===== src/rtl/branch_update.sv =====
// branch_update: buffers resolved branch outcomes and drains one predictor
// table write per cycle; flags mispredictions with a corrected GHR.
//
// Ports:
//   clk_in, rst_in (async, active-low)
//   resolve_*          : resolved-branch input handshake and payload
//   upd_*              : predictor table write port driven from the queue head
//   mispredict_out     : one-cycle pulse the cycle after a mispredicted accept
//   ghr_restore_out    : corrected GHR, valid with mispredict_out, held otherwise
//   branch_count_out   : accepted branches (wraps at 2^32)
//   mispredict_count_out : accepted mispredicted branches (wraps at 2^32)
module branch_update #(
  parameter int unsigned DEPTH        = 4,
  parameter int unsigned LHT_DEPTH    = 8,
  parameter int unsigned GLOBAL_DEPTH = 8
) (
  input  logic                    clk_in,
  input  logic                    rst_in,
  input  logic                    resolve_valid_in,
  output logic                    resolve_ready_out,
  input  logic [31:0]             resolve_pc_in,
  input  logic                    resolve_taken_in,
  input  logic                    resolve_pred_taken_in,
  input  logic                    resolve_local_pred_in,
  input  logic                    resolve_global_pred_in,
  input  logic [GLOBAL_DEPTH-1:0] resolve_ghr_in,
  output logic                    upd_valid_out,
  input  logic                    upd_ready_in,
  output logic [LHT_DEPTH-1:0]    upd_lht_idx_out,
  output logic [GLOBAL_DEPTH-1:0] upd_global_idx_out,
  output logic                    upd_taken_out,
  output logic                    upd_choice_we_out,
  output logic                    upd_choice_global_out,
  output logic                    mispredict_out,
  output logic [GLOBAL_DEPTH-1:0] ghr_restore_out,
  output logic [31:0]             branch_count_out,
  output logic [31:0]             mispredict_count_out
);

  localparam int unsigned PTR_W = $clog2(DEPTH);
  localparam int unsigned CNT_W = PTR_W + 1;

  typedef struct packed {
    logic [LHT_DEPTH-1:0]    lht_idx;
    logic [GLOBAL_DEPTH-1:0] global_idx;
    logic                    taken;
    logic                    choice_we;
    logic                    choice_global;
  } entry_t;

  entry_t                  mem_q [DEPTH];
  entry_t                  mem_d [DEPTH];
  logic [PTR_W-1:0]        wr_ptr_q, wr_ptr_d;
  logic [PTR_W-1:0]        rd_ptr_q, rd_ptr_d;
  logic [CNT_W-1:0]        count_q, count_d;
  logic                    ready_q, ready_d;
  logic                    valid_q, valid_d;
  logic                    mispredict_q, mispredict_d;
  logic [GLOBAL_DEPTH-1:0] ghr_restore_q, ghr_restore_d;
  logic [31:0]             branch_count_q, branch_count_d;
  logic [31:0]             mispredict_count_q, mispredict_count_d;

  logic   push_c;
  logic   pop_c;
  logic   mispredict_c;
  entry_t new_entry_c;
  entry_t head_c;

  // Only a slice of the PC feeds the indices; fold the rest away.
  logic unused_pc;
  assign unused_pc = ^resolve_pc_in;

  assign push_c       = resolve_valid_in && ready_q;
  assign pop_c        = valid_q && upd_ready_in;
  assign mispredict_c = push_c && (resolve_taken_in != resolve_pred_taken_in);

  // Per-entry table write fields, computed once at accept.
  always_comb begin
    new_entry_c               = '0;
    new_entry_c.lht_idx       = resolve_pc_in[LHT_DEPTH+1:2];
    new_entry_c.global_idx    = resolve_ghr_in ^ resolve_pc_in[GLOBAL_DEPTH+1:2];
    new_entry_c.taken         = resolve_taken_in;
    new_entry_c.choice_we     = resolve_local_pred_in != resolve_global_pred_in;
    new_entry_c.choice_global = resolve_global_pred_in == resolve_taken_in;
  end

  // Queue bookkeeping, mispredict response and counters.
  always_comb begin
    for (int i = 0; i < int'(DEPTH); i++) mem_d[i] = mem_q[i];
    wr_ptr_d           = wr_ptr_q;
    rd_ptr_d           = rd_ptr_q;
    count_d            = count_q;
    ghr_restore_d      = ghr_restore_q;
    branch_count_d     = branch_count_q;
    mispredict_count_d = mispredict_count_q;
    mispredict_d       = mispredict_c;

    if (push_c) begin
      mem_d[wr_ptr_q] = new_entry_c;
      wr_ptr_d        = wr_ptr_q + PTR_W'(1);
      branch_count_d  = branch_count_q + 32'd1;
    end
    if (pop_c) rd_ptr_d = rd_ptr_q + PTR_W'(1);

    if (push_c && !pop_c)      count_d = count_q + CNT_W'(1);
    else if (!push_c && pop_c) count_d = count_q - CNT_W'(1);

    if (mispredict_c) begin
      ghr_restore_d      = {resolve_ghr_in[GLOBAL_DEPTH-2:0], resolve_taken_in};
      mispredict_count_d = mispredict_count_q + 32'd1;
    end

    ready_d = count_d < CNT_W'(DEPTH);
    valid_d = count_d != '0;
  end

  // State registers.
  always_ff @(posedge clk_in or negedge rst_in) begin
    if (!rst_in) begin
      for (int i = 0; i < int'(DEPTH); i++) mem_q[i] <= '0;
      wr_ptr_q           <= '0;
      rd_ptr_q           <= '0;
      count_q            <= '0;
      ready_q            <= 1'b1;
      valid_q            <= 1'b0;
      mispredict_q       <= 1'b0;
      ghr_restore_q      <= '0;
      branch_count_q     <= '0;
      mispredict_count_q <= '0;
    end else begin
      for (int i = 0; i < int'(DEPTH); i++) mem_q[i] <= mem_d[i];
      wr_ptr_q           <= wr_ptr_d;
      rd_ptr_q           <= rd_ptr_d;
      count_q            <= count_d;
      ready_q            <= ready_d;
      valid_q            <= valid_d;
      mispredict_q       <= mispredict_d;
      ghr_restore_q      <= ghr_restore_d;
      branch_count_q     <= branch_count_d;
      mispredict_count_q <= mispredict_count_d;
    end
  end

  assign head_c                = mem_q[rd_ptr_q];
  assign resolve_ready_out     = ready_q;
  assign upd_valid_out         = valid_q;
  assign upd_lht_idx_out       = head_c.lht_idx;
  assign upd_global_idx_out    = head_c.global_idx;
  assign upd_taken_out         = head_c.taken;
  assign upd_choice_we_out     = head_c.choice_we;
  assign upd_choice_global_out = head_c.choice_global;
  assign mispredict_out        = mispredict_q;
  assign ghr_restore_out       = ghr_restore_q;
  assign branch_count_out      = branch_count_q;
  assign mispredict_count_out  = mispredict_count_q;

endmodule


===== config.mk =====
export PLATFORM = sky130hd
export DESIGN_NAME = branch_update
export DESIGN_NICKNAME = d
export VERILOG_FILES = /design/src/rtl/branch_update.sv
export SDC_FILE = /design/constraint.sdc
export NUM_CORES = 1
export LEC_CHECK = 0
export CAP_MARGIN = 20
export CORE_UTILIZATION = 52
export CTS_CLUSTER_SIZE = 30
export DETAILED_ROUTE_END_ITERATION = 8
export PLACE_DENSITY = 0.86
export SLEW_MARGIN = 10
export SYNTH_ARGS = -nofsm -noshare
export SYNTH_HDL_FRONTEND = slang
export SYNTH_SLANG_ARGS = --single-unit
export TNS_END_PERCENT = 100

===== constraint.sdc =====
create_clock -name clk_in -period 2.5 [get_ports clk_in]
set_input_delay 0.5 -clock clk_in [delete_from_list [all_inputs] [get_ports clk_in]]
set_output_delay 0.5 -clock clk_in [all_outputs]
set_load 0.1 [all_outputs]

Word-level counts from Yosys, hierarchy flattened --
Cells that the tools add are included.
Operators by class: add/subtract/negate cells 6, order comparisons 4, equal/unequal tests 3, multiplexer cells 8, bitwise operators 3, reductions and logical operators 9
Operators with widths (count):
- $bwmux W76 | 1
- $add A32 B1 Y32 const B | 2
- $mux W19 | 3
- $bmux W19 S2 | 1
- $demux W19 S2 | 1
- $xor A8 B8 Y8 | 1
- $ge A3 B3 Y1 const B | 2
- $logic_and A1 B1 Y1 | 6
- $mux W3 | 2
- $not A2 Y3 | 2
- $add A2 B1 Y2 const B | 2
- $add A3 B1 Y3 const B | 1
- $lt A3 B1 Y1 const B | 1
- $lt A3 B3 Y1 const B | 1
- $reduce_bool A3 Y1 | 1
- $sub A3 B1 Y3 const B | 1
- $logic_not A1 Y1 | 2
- $ne A1 B1 Y1 | 2
- $eq A1 B1 Y1 | 1
Storage, ports and cells: register bits after elaboration 158, input bits 48, output and inout bits 94, logic and storage cells 62

Logic depth before layout (Yosys ltp) --
word-level depth 6, depth in mapped cells 8, gate-level depth less buffers 6

Worst setup path before layout --
No wires, ideal clock.
kind register -> register, from register branch_count_q[0] (netlist: branch_count_out[0]), to register branch_count_q[20] (netlist: branch_count_out[20]), library setup time 0.160 ns, arrival time 2.259 ns, required time 2.340 ns, slack 0.081 ns, cell stages (with the launch flop) 6, path buffers 0, clock period less this slack 2.419 ns, path through dfrtp_1 > ha_1 > nand3_1 > nor4b_4 > nand4_1 > xnor2_1
Between the ends: cells in the longest elaborated chain, start to end 1
Ends and longest elaborated chain:
- from (decl) | line 60 | logic [31:0] branch_count_q, branch_count_d;
- from (signal assigned) | line 139 | branch_count_q <= branch_count_d;
- $add A32 B1 Y32 | line 101 | branch_count_d = branch_count_q + 32'd1;
Every way passes these cells. A chain may end at the register's enable or synchronous reset.

Worst setup path after layout --
from register rd_ptr_q[0], to output port upd_global_idx_out[6]
Between the ends: cells in the longest elaborated chain, start to end 4
Ends and longest elaborated chain:
- from (decl) | line 54 | logic [PTR_W-1:0] rd_ptr_q, rd_ptr_d;
- from (signal assigned) | line 133 | rd_ptr_q <= rd_ptr_d;
- $not A2 Y3 (implied by the code) | line 144 | assign head_c = mem_q[rd_ptr_q];
- $bmux W19 S2 | line 144
- $mux W19 (implied by the code) (2 in a row) | line 144
- to (decl) | line 30 | output logic [GLOBAL_DEPTH-1:0] upd_global_idx_out,
Every way passes these cells. The select of a mux whose other input is x is not followed.

==> run metrics <==
area growth from synthesis to final layout=29.3%; max-slew violations=0; Post-route DRC=0; Max VDD drop=1.20 mV; Total Neg Setup Slack=0 ns; crit end category=output pin; Final ANT Viol Nets=0; Synth cell types=36; I/O pins=about 140; gr ovfl total=0; Worst Tran Pin Value=0.622 ns; Crit Path Category=reg -> out; Yosys top cell by area=dfrtp_1; Post-Syn Area=7040 sq um; via count=4867; Hold Vio Cnt, Final=0; clock root buffer=clkbuf_16; commonest cells after routing, fill and taps aside=dfrtp_1 (157), buf_4 (90), nand2_1 (69); H-tree depth=4; status=complete, no violations; Worst slew margin=0.585; pin count of the biggest net entering global routing=slightly below 70; Layout Skew=roughly 0.0094 ns; CTS Buffer Depth=2; CP peak stage delay=0.60 ns; starting density of the core=0.531; post-CTS resize count=0; GR Layer Usage met2=0.401; hold-fix buffers at CTS=0; synth warn=0; syn avg cell area=12.5 sq um; Bufs and invs on worst path=2; Post-CTS Repair Setup Buffers=0; GR Util met1=0.288; startpoint class of the critical path=flip-flop; commonest non-fill, non-tap cell in the layout=dfrtp_1; clock-pin slew on the worst setup and hold paths=0.06 ns; IO Port Bufs=about 120; CP most frequent cell=buf_12; all-layer global routing usage=0.235; initial antenna violation count=0; CTS tree=done; Placed Cells=851; final core occ=0.687; CP max-delay cell=mux4_2; CTS Buf Count=17; Seq/Total Area, Yosys=0.562; ant diodes=0; Final Critical Period=2.32 ns; RSZ-0062 raised after global routing=no; Die W=118 um; post-synth top area share=0.558; total of max-cap violations=0; layout cells sized above 1=0.315; Post-Route WL=between 15000 and 20000 um; LEAKAGE=approximately 0.0042 uW; length of the first detailed-routing pass in iterations=4; Critical Path Fanout Max=21; vias per cell=approximately 5.5; Iteration-0 DRC Markers=213; GRT busiest layer=met2; Syn Inst Count=563; non-filler cells, final=883; Core Region=13200 sq um; GP Congestion=between 0.7 and 0.8; final setup violation count=0; clock latency on the worst-skew pair=0.42 ns; Highest Clock Rate=about 0.43 GHz; critical path data arrival time=1.82 ns; CTS Sinks=158; # rows=42; Critical Path RT=about 2.0 ns; cells along the critical path=buf_12 > mux4_2 > buf_12; DIE AREA=14000 sq um; Routed WL per cell=17.3 um; number of global-route vias before repair=5101; Crit path max-delay family=multiplexers; synth top area cells=dfrtp_1 (56%), xnor2_1 (7.6%), mux2_2 (7.2%); DPL Wire Length=10600 um; first-pass GRT wire length=approximately 26000 um; fin crit share=0.927; final net count=750; die height=118 um; min-delay worst type=in -> async; #FFs+latches synth=158; grt met3 use=0.0512; PwrDens=approximately 1500 nW/um^2; Post-Syn Nets=~620
## kinds of logic (layout without fill, tap and decap cells)
logic type	Yosys count	after routing	synth area share
and+or+nand+nor	175	175	0.137
DFF	158	158	0.562
AOI/OAI and AO/OA	46	46	0.0336
adders and majority gates	8	8	0.0142
muxes	65	65	0.134
xor gates and xnor gates	79	79	0.0983
buffers and inverters	32	176	0.0208
## final cells by class
cell class	instances	area (sq um)
flip-flops and latches	158	3960
repair buffers	138	1410
well taps	176	220
clock buffers	20	467
inverters	6	22.5
clock inverters	12	93.8
multi-input cells	373	2940
fillers	926	4140
## report_power, final
group / leakage (uW) / internal [uW] / switching, uW / total [uW]
logic: 0.00190 / 2580 / 4810 / 7390
clock network: 0.000281 / 1430 / 997 / 2430
registers: 0.00203 / 3380 / 527 / 3910
## flip-flops by register name (all words and copies together) (netlist names)
name                  cells
mispredict_out            1
mispredict_count_out     32
resolve_ready_out         1
ghr_restore_out           8
wr_ptr_q                  2
count_q                   3
branch_count_out         32
upd_valid_out             1
rd_ptr_q                  2
mem_q                    76
## cell usage after synthesis
cell,n
nand4_4,1
buf_6,1
mux2_2,45
nor3_1,7
o21ai_0,42
and3_1,9
nand3_1,16
a31oi_1,1
nor4_1,2
and4_2,1
and2_1,5
nand4_1,33
nor4_2,1
nor2_1,13
or3_1,1
and4_1,8
a21oi_1,1
a211oi_1,1
ha_1,8
or4b_1,1
clkbuf_1,10
nand4b_1,1
mux2i_1,1
or2_2,3
a21boi_0,1
nor4_4,2
dfstp_2,1
nand2_1,69
dfrtp_1,157
xnor2_1,61
xor2_1,18
mux4_2,19
nor3_2,1
inv_1,6
buf_2,15
nor4b_4,1
## through the flow
stage / total power, uW / cell area, sq um / hold slack (ns) / setup slack [ns]
after floorplan: 8950 / 7040 / 0.204 / 0.0814
after global placement: 11200 / 8540 / 0.456 / 0.211
after detailed placement: 11400 / 8540 / 0.468 / 0.133
after CTS: 13800 / 9100 / 0.0886 / 0.156
after global routing: 14300 / 9100 / 0.111 / 0.126
final: 13700 / 9100 / 0.0568 / 0.183
## final timing paths
check / startpoint / to / slack (ns) / cells past startpoint
hold reg to reg: branch_count_out[31] / branch_count_out[31] / 0.47 / 1
max in group asynchronous: rst_in / mispredict_count_out[16] / 1.65 / 2
min in group clk_in: branch_count_out[31] / branch_count_out[31] / 0.47 / 1
setup reg to reg: mispredict_count_out[8] / mispredict_count_out[26] / 0.63 / 5
hold / removal: rst_in / branch_count_out[31] / 0.06 / 1
setup / recovery: rd_ptr_q[0] / upd_global_idx_out[6] / 0.18 / 3
## layer usage
layer	vias to the layer above	wire [um]
li1	2253	-
met1	2448	6230
met2	134	8000
met3	32	645
met4	0	389
met5	-	0
Note: power is estimated with default switching activity, not from simulation.
